<file path="config.mk">
export PLATFORM = sky130hd
export DESIGN_NAME = serial_subtractor
export DESIGN_NICKNAME = d
export VERILOG_FILES = /design/src/rtl/serial_subtractor_pkg.sv /design/src/rtl/serial_subtractor_fs.sv /design/src/rtl/serial_subtractor.sv
export SDC_FILE = /design/constraint.sdc
export NUM_CORES = 1
export LEC_CHECK = 0
export CAP_MARGIN = 15
export CORE_ASPECT_RATIO = 0.7
export CORE_MARGIN = 2
export CORE_UTILIZATION = 38
export CTS_CLUSTER_SIZE = 12
export DETAILED_ROUTE_END_ITERATION = 7
export PLACE_DENSITY_LB_ADDON = 0.3
export SLEW_MARGIN = 20
export SYNTH_ARGS = -nofsm -noshare
export SYNTH_HDL_FRONTEND = slang
export SYNTH_SLANG_ARGS = --single-unit
</file>
<file path="constraint.sdc">
create_clock -name clk -period 3.4 [get_ports clk]
set_input_delay 0.85 -clock clk [delete_from_list [all_inputs] [get_ports clk]]
set_output_delay 0.85 -clock clk [all_outputs]
set_load 0.005 [all_outputs]
</file>
<file path="src/rtl/serial_subtractor_pkg.sv">
// ============================================================================
// Module  : serial_subtractor_pkg
// Purpose : Shared FSM state type and encodings for the bit-serial subtractor.
// Revision: 1.0 - initial release
// ============================================================================
`default_nettype none

package serial_subtractor_pkg;

  localparam logic [1:0] c_st_idle = 2'd0;
  localparam logic [1:0] c_st_busy = 2'd1;
  localparam logic [1:0] c_st_done = 2'd2;

  typedef enum logic [1:0] {
    IDLE = c_st_idle,
    BUSY = c_st_busy,
    DONE = c_st_done
  } state_t;

  // Bit-counter width; WIDTH >= 2 keeps this at least one bit wide.
  function automatic int cnt_width(input int width);
    return (width <= 2) ? 1 : $clog2(width);
  endfunction

endpackage

`default_nettype wire

</file>
<file path="src/rtl/serial_subtractor_fs.sv">
// ============================================================================
// Module  : full_subtractor
// Purpose : One-bit full subtractor cell, d = a - b - bin with borrow out.
// Revision: 1.0 - initial release
// ============================================================================
`default_nettype none

module full_subtractor (
  input  logic a,
  input  logic b,
  input  logic bin,
  output logic d,
  output logic bout
);

  logic w_axb;

  assign w_axb = a ^ b;
  assign d     = w_axb ^ bin;
  assign bout  = (~a & b) | (~w_axb & bin);

endmodule

`default_nettype wire

</file>
<file path="src/rtl/serial_subtractor.sv">
// ============================================================================
// Module  : serial_subtractor
// Purpose : Bit-serial unsigned subtractor D = x - y, LSB first, with borrow.
//           Optional signed-overflow output V under SERIAL_SUBTRACTOR_OVF_EN.
// Revision: 1.0 - initial release
// ============================================================================
`default_nettype none

module serial_subtractor
  import serial_subtractor_pkg::*;
#(
  parameter int WIDTH = 8
) (
  input  logic             clk,
  input  logic             rst_n,
  input  logic             in_valid,
  output logic             in_ready,
  input  logic [WIDTH-1:0] x,
  input  logic [WIDTH-1:0] y,
  output logic             out_valid,
  input  logic             out_ready,
  output logic [WIDTH-1:0] D,
  output logic             B
`ifdef SERIAL_SUBTRACTOR_OVF_EN
  ,
  output logic             V
`endif
);

  localparam int              CW     = cnt_width(WIDTH);
  localparam logic [CW-1:0]   c_last = CW'(WIDTH - 1);

  state_t           r_state;
  state_t           w_state_nxt;
  logic [WIDTH-1:0] r_xs;
  logic [WIDTH-1:0] r_ys;
  logic [WIDTH-1:0] r_d;
  logic             r_borrow;
  logic [CW-1:0]    r_cnt;
  logic             w_accept;
  logic             w_d;
  logic             w_bout;

  full_subtractor u_fs (
    .a    (r_xs[0]),
    .b    (r_ys[0]),
    .bin  (r_borrow),
    .d    (w_d),
    .bout (w_bout)
  );

  always_comb begin
    w_state_nxt = r_state;
    in_ready    = 1'b0;
    out_valid   = 1'b0;
    case (r_state)
      IDLE: begin
        in_ready = rst_n;
        if (in_valid && rst_n) w_state_nxt = BUSY;
      end
      BUSY: begin
        if (r_cnt == c_last) w_state_nxt = DONE;
      end
      DONE: begin
        out_valid = 1'b1;
        if (out_ready) w_state_nxt = IDLE;
      end
      default: w_state_nxt = IDLE;
    endcase
  end

  assign w_accept = in_valid & in_ready;

  always_ff @(posedge clk) begin
    if (!rst_n) r_state <= IDLE;
    else        r_state <= w_state_nxt;
  end

  // Datapath: operands shift out LSB first, result bits enter at the MSB so the
  // first computed bit lands in D[0] after WIDTH shifts.
  always_ff @(posedge clk) begin
    if (!rst_n) begin
      r_xs     <= '0;
      r_ys     <= '0;
      r_d      <= '0;
      r_borrow <= 1'b0;
      r_cnt    <= '0;
    end else if (w_accept) begin
      r_xs     <= x;
      r_ys     <= y;
      r_borrow <= 1'b0;
      r_cnt    <= '0;
    end else if (r_state == BUSY) begin
      r_xs     <= {1'b0, r_xs[WIDTH-1:1]};
      r_ys     <= {1'b0, r_ys[WIDTH-1:1]};
      r_d      <= {w_d, r_d[WIDTH-1:1]};
      r_borrow <= w_bout;
      r_cnt    <= r_cnt + CW'(1);
    end
  end

  assign D = r_d;
  assign B = r_borrow;

`ifdef SERIAL_SUBTRACTOR_OVF_EN
  logic r_xmsb;
  logic r_ymsb;

  // Operand MSBs are shifted away during BUSY, so keep copies for V.
  always_ff @(posedge clk) begin
    if (!rst_n) begin
      r_xmsb <= 1'b0;
      r_ymsb <= 1'b0;
    end else if (w_accept) begin
      r_xmsb <= x[WIDTH-1];
      r_ymsb <= y[WIDTH-1];
    end
  end

  assign V = (r_xmsb ^ r_ymsb) & (r_xmsb ^ r_d[WIDTH-1]);
`endif

endmodule

`default_nettype wire

</file>
==> impl_metrics.yaml, run 1 <==
cells_and_area:
  final_util_pct: 52.2
  area_growth_syn_to_layout_pct: 28.0
  fillers: 317
  multi_input_area_um2: 614
  final_common_cell: "nand2_1"
  layout.nets: 202
  drive_gt1_share_pct: 5.56
  mostFrequentLayoutCells: "nand2_1, dfxtp_1, clkdlybuf4s50_1"
  regArea_um2: 601
  stdcell_count: 227
  antenna_cells: 0
  finalInstanceArea_um2: 1690
min_path:
  min_path_cells: 2
  hold_path_class: "reg -> reg"
  hold_end: "r_xs[6]$_SDFFE_PN0P_"
  min_from: "r_xs[6]$_SDFFE_PN0P_"
yosys:
  synthCells: 152
  syn_avg_cell_area_um2: 8.68
  yosysSeqAreaShare_pct: 45.5
  synth-edff-count: 0
  ys.flop_type: "dfxtp_1"
  synth_cell_types: 29
  syn-cell-area_um2: 1320
  yosys_warnings: 0
  synth.ff_latch_count: 30
  synthArstFlopShare_pct: 0
  synth_nets: 175
placed_design:
  place_ws_ns: 0.554
  place_inst: 219
  io_buffers: 30
  placed_cell_area_um2: 1600
  hpwlAfterDp_um: 1790
  place_congestion: 0.710
die:
  coreArea_um2: 3230
  ios: 31
  start_util_pct: 40.8
  die_area_um2: 3970
  rows: 17
  chipHeight_um: 53.3
  dieWidth_um: 74.4
route:
  drt_pass1_iterations: 4
  drt_iter0_markers: 46
  drt_wl_total_um: 2710
  viasPerCell: 4.93
  antenna_left: 0
  wl_per_cell_um: 11.9
  drc: 0
  vias: 1118
power_and_ir_drop:
  power.share.clock_pct: 38.3
  p_comb_share_pct: 11.4
  ir_drop_uv: 213
  total_power_uw: 753
  p_seq_share_pct: 50.3
  leakagePower_nw: 0.583
  intPower_uw: 575
  swShare_pct: 23.6
  p_switching_uw: 178
  power.density_nw_per_um2: 446
grt:
  busiest_layer: "met2"
  met2_usage_pct: 23.5
  global_route.overflow_total: 0
  grtUsageMet1_pct: 19.8
  grt_pass1_wl_um: 4480
  grt_pass1_vias: 994
  grt_max_degree: 35
  met3_usage_pct: 5.90
  track_usage_pct: 15.6
  antenna_found_initial: 0
timing:
  setup_tns_ns: 0
  hold_ws_ns: 0.454
  finalCritPeriodShare_pct: 83.7
  setup_slack_ns: 0.555
  fin_skew_ns: 0.00527
  worst_slew_pin_slew_ns: 0.856
  hold_violations: 0
  setup_viol: 0
  rsz0062_at_grt: "no"
  fin_crit_ns: 2.85
  drv_slew: 0
  slew_headroom_pct: 42.9
  max_freq_mhz: 351
setup_path:
  crit_path_top_delay_cell: "clkdlybuf4s50_1"
  worst-path-buf-inv: 2
  path_common_cell: "clkdlybuf4s50_1"
  r2r_end: "D[7]$_SDFFE_PN0P_"
  cp-start-kind: "input pin"
  reg2reg_slack_ns: 1.81
  r2r_cells: 3
  path_class: "in -> out"
  reg2reg_from: "r_state[0]$_SDFFE_PN0P_"
  max_stage_delay_ns: 0.50
  path_cells: "clkdlybuf4s50_1 > nand2b_1 > nor2_1 > clkdlybuf4s50_1"
  critPathCaptureType: "output pin"
  critPathTopFamily: "buffers and inverters"
  cp.required_ns: 2.55
  cp.arrival_ns: 2.00
  critPathMaxFanout: 2
clock_tree:
  cts_root_buffer: "clkbuf_8"
  cts.hold.buffers_added: 0
  ctsHtreeMaxLevel: 2
  clk_pin_slew_worst_paths_ns: 0.06
  cts.sinks: 30
  clk-insertion-delay-late_ns: 0.27
  post-cts-setup-buffers: 0
  cts_buffers: 5
  clock_path_buffers: 2
  cts_resized: 0
  tritoncts: "done"
job:
  maxCapViolCount: 0
run_status:
  status: "finished clean"
-- routing by layer --
layer	vias to the layer above	share of wire [%]
li1	573	-
met2	27	46
met5	-	0
met4	0	1.3
met1	513	48
met3	5	4.9
-- tightest hold or removal path: stages (launching register included) --
cell,delay (ns)
dfxtp_1,0.31
nand2_1,0.05
a21oi_1,0.05
-- flip-flops by register name, summed over array words and instances, names as in the netlist --
name     count
r_state      2
B            1
r_xs         8
D            8
r_cnt        3
r_ys         8
-- power groups by stage --
stage                     Clock [mW]  Sequential, mW  Combinational (mW)
after floorplan                    0           0.383              0.0587
after global placement             0           0.385              0.0844
after detailed placement           0           0.386              0.0859
after CTS                      0.296           0.379              0.0864
after global routing           0.320           0.380              0.0966
final                          0.289           0.379              0.0855
-- cells in the mapped netlist (2+ instances only) --
| master | n | area [um2] |
|---|---|---|
| clkbuf_1 | 3 | 11.3 |
| nor2_1 | 2 | 7.51 |
| ha_1 | 2 | 25.0 |
| nand2_1 | 34 | 128 |
| nor2b_1 | 5 | 31.3 |
| inv_1 | 4 | 15.0 |
| a21boi_0 | 10 | 75.1 |
| dfxtp_1 | 30 | 601 |
| nand2b_1 | 2 | 12.5 |
| nand3_1 | 2 | 10.0 |
| a32oi_1 | 3 | 26.3 |
| o21ai_0 | 13 | 65.1 |
| a22oi_1 | 3 | 22.5 |
| mux2i_1 | 2 | 20.0 |
| buf_6 | 4 | 45.0 |
| a21oi_1 | 20 | 100 |
-- cells by family (layout without fill, tap and decap cells) --
group | Yosys count | count (layout) | synth area share, %
muxes | 2 | 2 | 1.52
DFF | 30 | 30 | 45.5
and+or+nand+nor | 49 | 49 | 17.6
AOI/OAI and AO/OA | 53 | 53 | 24.0
buffers and inverters | 15 | 43 | 7.87
adders and majority gates | 3 | 3 | 3.42
-- final cells by class --
cell class                      instances  area share, %
Clock buffer                            7           5.11
Clock inverter                          1          0.297
Inverter                                4          0.890
Multi-Input combinational cell        107           36.4
Sequential cell                        30           35.6
Tap cell                               47           3.48
Timing Repair Buffer                   31           18.2
-- worst max-delay path by stage --
| stage | start | end | slack, ns | cells past startpoint |
|---|---|---|---|---|
| after floorplan | rst_n | in_ready | 1.54 | 2 |
| after global placement | rst_n | in_ready | 0.57 | 4 |
| after detailed placement | rst_n | in_ready | 0.55 | 4 |
| after CTS | rst_n | in_ready | 0.55 | 4 |
| after global routing | rst_n | in_ready | 0.47 | 4 |
| final | rst_n | in_ready | 0.55 | 4 |
Note: power is estimated with default switching activity, not from simulation.
==> run 2: changes to the inputs <==
Clock period 3.4 ns to 2.4 ns, I/O delays scaled along.
==> impl_metrics.yaml, run 2 (same netlist as run 1, synthesis figures left out) <==
placed_design:
  place_ws_ns: 0.0409
  place_congestion: 0.722
  place_inst: 222
  io_buffers: 30
  hpwlAfterDp_um: 1830
  placed_cell_area_um2: 1620
grt:
  grt_max_degree: 35
  global_route.overflow_total: 0
  grt_pass1_wl_um: 4480
  grt_pass1_vias: 1023
  antenna_found_initial: 0
  track_usage_pct: 15.0
timing:
  hold_violations: 0
  finalCritPeriodShare_pct: 83.8
  slew_headroom_pct: 60.7
  rsz0062_at_grt: "no"
  max_freq_mhz: 497
  fin_skew_ns: 0.00290
  fin_crit_ns: 2.01
  setup_slack_ns: 0.389
  setup_tns_ns: 0
  hold_ws_ns: 0.450
  worst_slew_pin_slew_ns: 0.589
  setup_viol: 0
  drv_slew: 0
cells_and_area:
  area_growth_syn_to_layout_pct: 29.2
  final_common_cell: "nand2_1"
  mostFrequentLayoutCells: "nand2_1, dfxtp_1, clkdlybuf4s50_1"
  finalInstanceArea_um2: 1700
  stdcell_count: 228
  drive_gt1_share_pct: 6.63
  antenna_cells: 0
  fillers: 302
  layout.nets: 205
  final_util_pct: 52.7
clock_tree:
  cts_root_buffer: "clkbuf_8"
  post-cts-setup-buffers: 0
  cts.hold.buffers_added: 0
  cts.sinks: 30
  ctsHtreeMaxLevel: 2
  clock_path_buffers: 2
  clk_pin_slew_worst_paths_ns: 0.06
  cts_buffers: 5
  clk-insertion-delay-late_ns: 0.27
  tritoncts: "done"
power_and_ir_drop:
  p_seq_share_pct: 50.9
  leakagePower_nw: 0.604
  ir_drop_uv: 327
  power.density_nw_per_um2: 618
  intPower_uw: 809
  p_comb_share_pct: 12.0
  total_power_mw: 1.05
  swShare_pct: 23.2
  power.share.clock_pct: 37.1
  p_switching_uw: 244
route:
  drt-met1-wl_um: 1320
  drt_wl_total_um: 2730
  drc: 0
  vias: 1118
  wl_per_cell_um: 12.0
  viasPerCell: 4.90
  drt_pass1_iterations: 4
  wl_met2_um: 1220
  antenna_left: 0
  met3_length_um: 179
  highest_layer: "met4"
  drt_iter0_markers: 52
min_path:
  hold_path_class: "reg -> reg"
  min_path_cells: 2
die:
  dieWidth_um: 74.4
  ios: 31
  start_util_pct: 40.8
  die_area_um2: 3970
  chipHeight_um: 53.3
  coreArea_um2: 3230
  rows: 17
job:
  maxCapViolCount: 0
setup_path:
  path_cells: "and2b_2 > clkdlybuf4s50_1"
  path_class: "reg -> out"
  path_depth: 2
  max_stage_delay_ns: 0.44
  crit_path_top_delay_cell: "dfxtp_1"
  critPathCaptureType: "output pin"
  cp.required_ns: 1.80
  critPathTopFamily: "flip-flops"
  cp-start-kind: "flop"
  critPathMaxFanout: 8
  r2r_cells: 4
  cp.arrival_ns: 1.41
  worst-path-buf-inv: 1
run_status:
  status: "finished clean"
-- run 2: cell type report --
type / instances / area (um2) / share of cell area (%)
well taps: 47 / 58.8 / 3.45
clock buffers: 6 / 82.6 / 4.85
repair buffers: 34 / 333 / 19.5
flip-flops and latches: 30 / 601 / 35.2
inverters: 4 / 15.0 / 0.881
multi-input cells: 107 / 614 / 36.1
-- run 2: path summary, 6_finish.rpt --
check / start / to / slack (ns)
setup / recovery: r_state[0]$_SDFFE_PN0P_ / out_valid / 0.39
hold reg to reg: r_ys[6]$_SDFFE_PN0P_ / r_ys[5]$_SDFFE_PN0P_ / 0.45
setup reg to reg: r_state[1]$_SDFFE_PN0P_ / B$_SDFFE_PP0N_ / 0.90
hold / removal: r_ys[6]$_SDFFE_PN0P_ / r_ys[5]$_SDFFE_PN0P_ / 0.45
-- run 2: worst register-to-register path, cell delays in order (launching register included) --
cell and delay [ns]:
dfxtp_1 0.39, nand2b_1 0.51, buf_4 0.27, a2bb2oi_1 0.16, nor2b_1 0.06
-- run 2: repair_timing --
action	in CTS	in global routing
gates resized for setup	0	1
setup endpoints to repair	0	1
endpoints found under the hold margin	0	0
-- run 2: layer usage --
metal	track usage, %	up-vias
li1	-	577
met1	19.7	504
met2	22.9	35
met3	4.57	2
met4	6.25	0
met5	0	-
-- run 2: power by group through the flow --
stage | sequential (mW) | combinational (mW) | clock [mW]
after detailed placement | 0.547 | 0.127 | 0
after global routing | 0.539 | 0.143 | 0.428
after global placement | 0.546 | 0.124 | 0
after CTS | 0.536 | 0.128 | 0.404
final | 0.536 | 0.127 | 0.390
after floorplan | 0.542 | 0.0832 | 0
==> run 3: changes to the inputs <==
Clock period 2.4 ns to 1.86 ns, I/O delays scaled along.
==> impl_metrics.yaml, run 3 (same netlist as run 1, synthesis figures left out) <==
cells_and_area:
  mostFrequentLayoutCells: "nand2_1, dfxtp_1, clkdlybuf4s50_1"
  finalInstanceArea_um2: 1730
  stdcell_count: 232
  final_common_cell: "nand2_1"
  fillers: 298
  area_growth_syn_to_layout_pct: 31.3
  final_util_pct: 53.6
  antenna_cells: 0
  drive_gt1_share_pct: 9.19
  layout.nets: 207
  regArea_um2: 606
  multi_input_area_um2: 614
die:
  chipHeight_um: 53.3
  start_util_pct: 40.8
  coreArea_um2: 3230
  ios: 31
  die_area_um2: 3970
  dieWidth_um: 74.4
  rows: 17
route:
  drc: 0
  viasPerCell: 4.91
  drt-met1-wl_um: 1380
  met3_length_um: 144
  drt_pass1_iterations: 4
  wl_per_cell_um: 11.7
  highest_layer: "met4"
  vias: 1138
  drt_wl_total_um: 2720
  wl_met2_um: 1170
  drt_iter0_markers: 40
  antenna_left: 0
placed_design:
  placed_cell_area_um2: 1630
  io_buffers: 30
  hpwlAfterDp_um: 1850
  place_ws_ns: -0.225
  place_congestion: 0.751
  place_inst: 224
timing:
  hold_violations: 0
  max_freq_mhz: 551
  setup_viol: 0
  setup_slack_ns: 0.0451
  drv_slew: 0
  rsz0062_at_grt: "no"
  worst_slew_pin_slew_ns: 0.346
  slew_headroom_pct: 76.9
  finalCritPeriodShare_pct: 97.6
  fin_crit_ns: 1.81
  fin_skew_ns: 0.00430
grt:
  antenna_found_initial: 0
  grt_pass1_wl_um: 4510
  track_usage_pct: 15.3
  global_route.overflow_total: 0
  grt_pass1_vias: 1042
  grt_max_degree: 35
setup_path:
  cp-start-kind: "input pin"
  path_class: "in -> out"
  reg2reg_slack_ns: 0.60
  cp.required_ns: 1.39
  cp.arrival_ns: 1.35
  critPathCaptureType: "output pin"
  critPathMaxFanout: 2
clock_tree:
  clock_path_buffers: 2
  cts_buffers: 5
  cts.sinks: 30
  clk_pin_slew_worst_paths_ns: 0.06
  cts.hold.buffers_added: 0
  tritoncts: "done"
  clk-insertion-delay-late_ns: 0.28
  ctsHtreeMaxLevel: 2
  cts_root_buffer: "clkbuf_8"
power_and_ir_drop:
  power.density_nw_per_um2: 802
  total_power_mw: 1.39
  leakagePower_nw: 0.629
  ir_drop_uv: 370
job:
  maxCapViolCount: 0
run_status:
  status: "finished clean"
min_path:
  hold_path_class: "reg -> reg"
[run 3: per-layer routing]
metal  track usage, %  vias to the layer above
met1             20.3                      524
met2             22.3                       26
met3             6.29                        5
li1                 -                      583
met5                0                        -
met4             5.36                        0
[run 3: worst paths after layout]
kind | to | startpoint | cells after the start
worst max-delay path | in_ready | rst_n | 4
worst min-delay path | r_ys[5]$_SDFFE_PN0P_ | r_ys[6]$_SDFFE_PN0P_ | 2
worst max register to register | r_ys[0]$_SDFFE_PN0P_ | r_state[1]$_SDFFE_PN0P_ | 4
worst min register to register | r_ys[5]$_SDFFE_PN0P_ | r_ys[6]$_SDFFE_PN0P_ | 2
[run 3: repair_timing]
action / CTS / global route
pin swaps: 0 / 0
cloned: 0 / 0
gates resized for setup: 2 / 3
setup endpoints to repair: 2 / 1
buffers inserted: 0 / 0
[run 3: power by group]
group	leakage (nW)	switching, mW	internal [mW]	total (mW)
Combinational	0.335	0.0781	0.0883	0.166
Clock	0.0482	0.233	0.298	0.531
Sequential	0.246	0.0182	0.673	0.691
Total	0.629	0.329	1.06	1.39
[run 3: area by class of cell]
cell class              count  area share, %
well taps                  47           3.40
multi-input cells         107           35.5
flip-flops and latches     30           35.0
inverters                   4          0.867
clock buffers               7           4.99
clock inverters             1          0.289
repair buffers             36           20.0
[run 3: worst max-delay path, cell delays in order]
cell and delay, ns:
clkdlybuf4s50_1 0.49, nand2b_1 0.08, nor2_1 0.08, dlygate4sd2_1 0.24
[run 3: per-stage QoR]
step | setup TNS (ns) | hold slack (ns)
6_report | 0 | 0.451
5_1_grt | 0 | 0.476
4_1_cts | 0 | 0.453
3_5_place_dp | -1.39 | 0.444
3_3_place_gp | -0.689 | 0.441
2_1_floorplan | 0 | 0.430
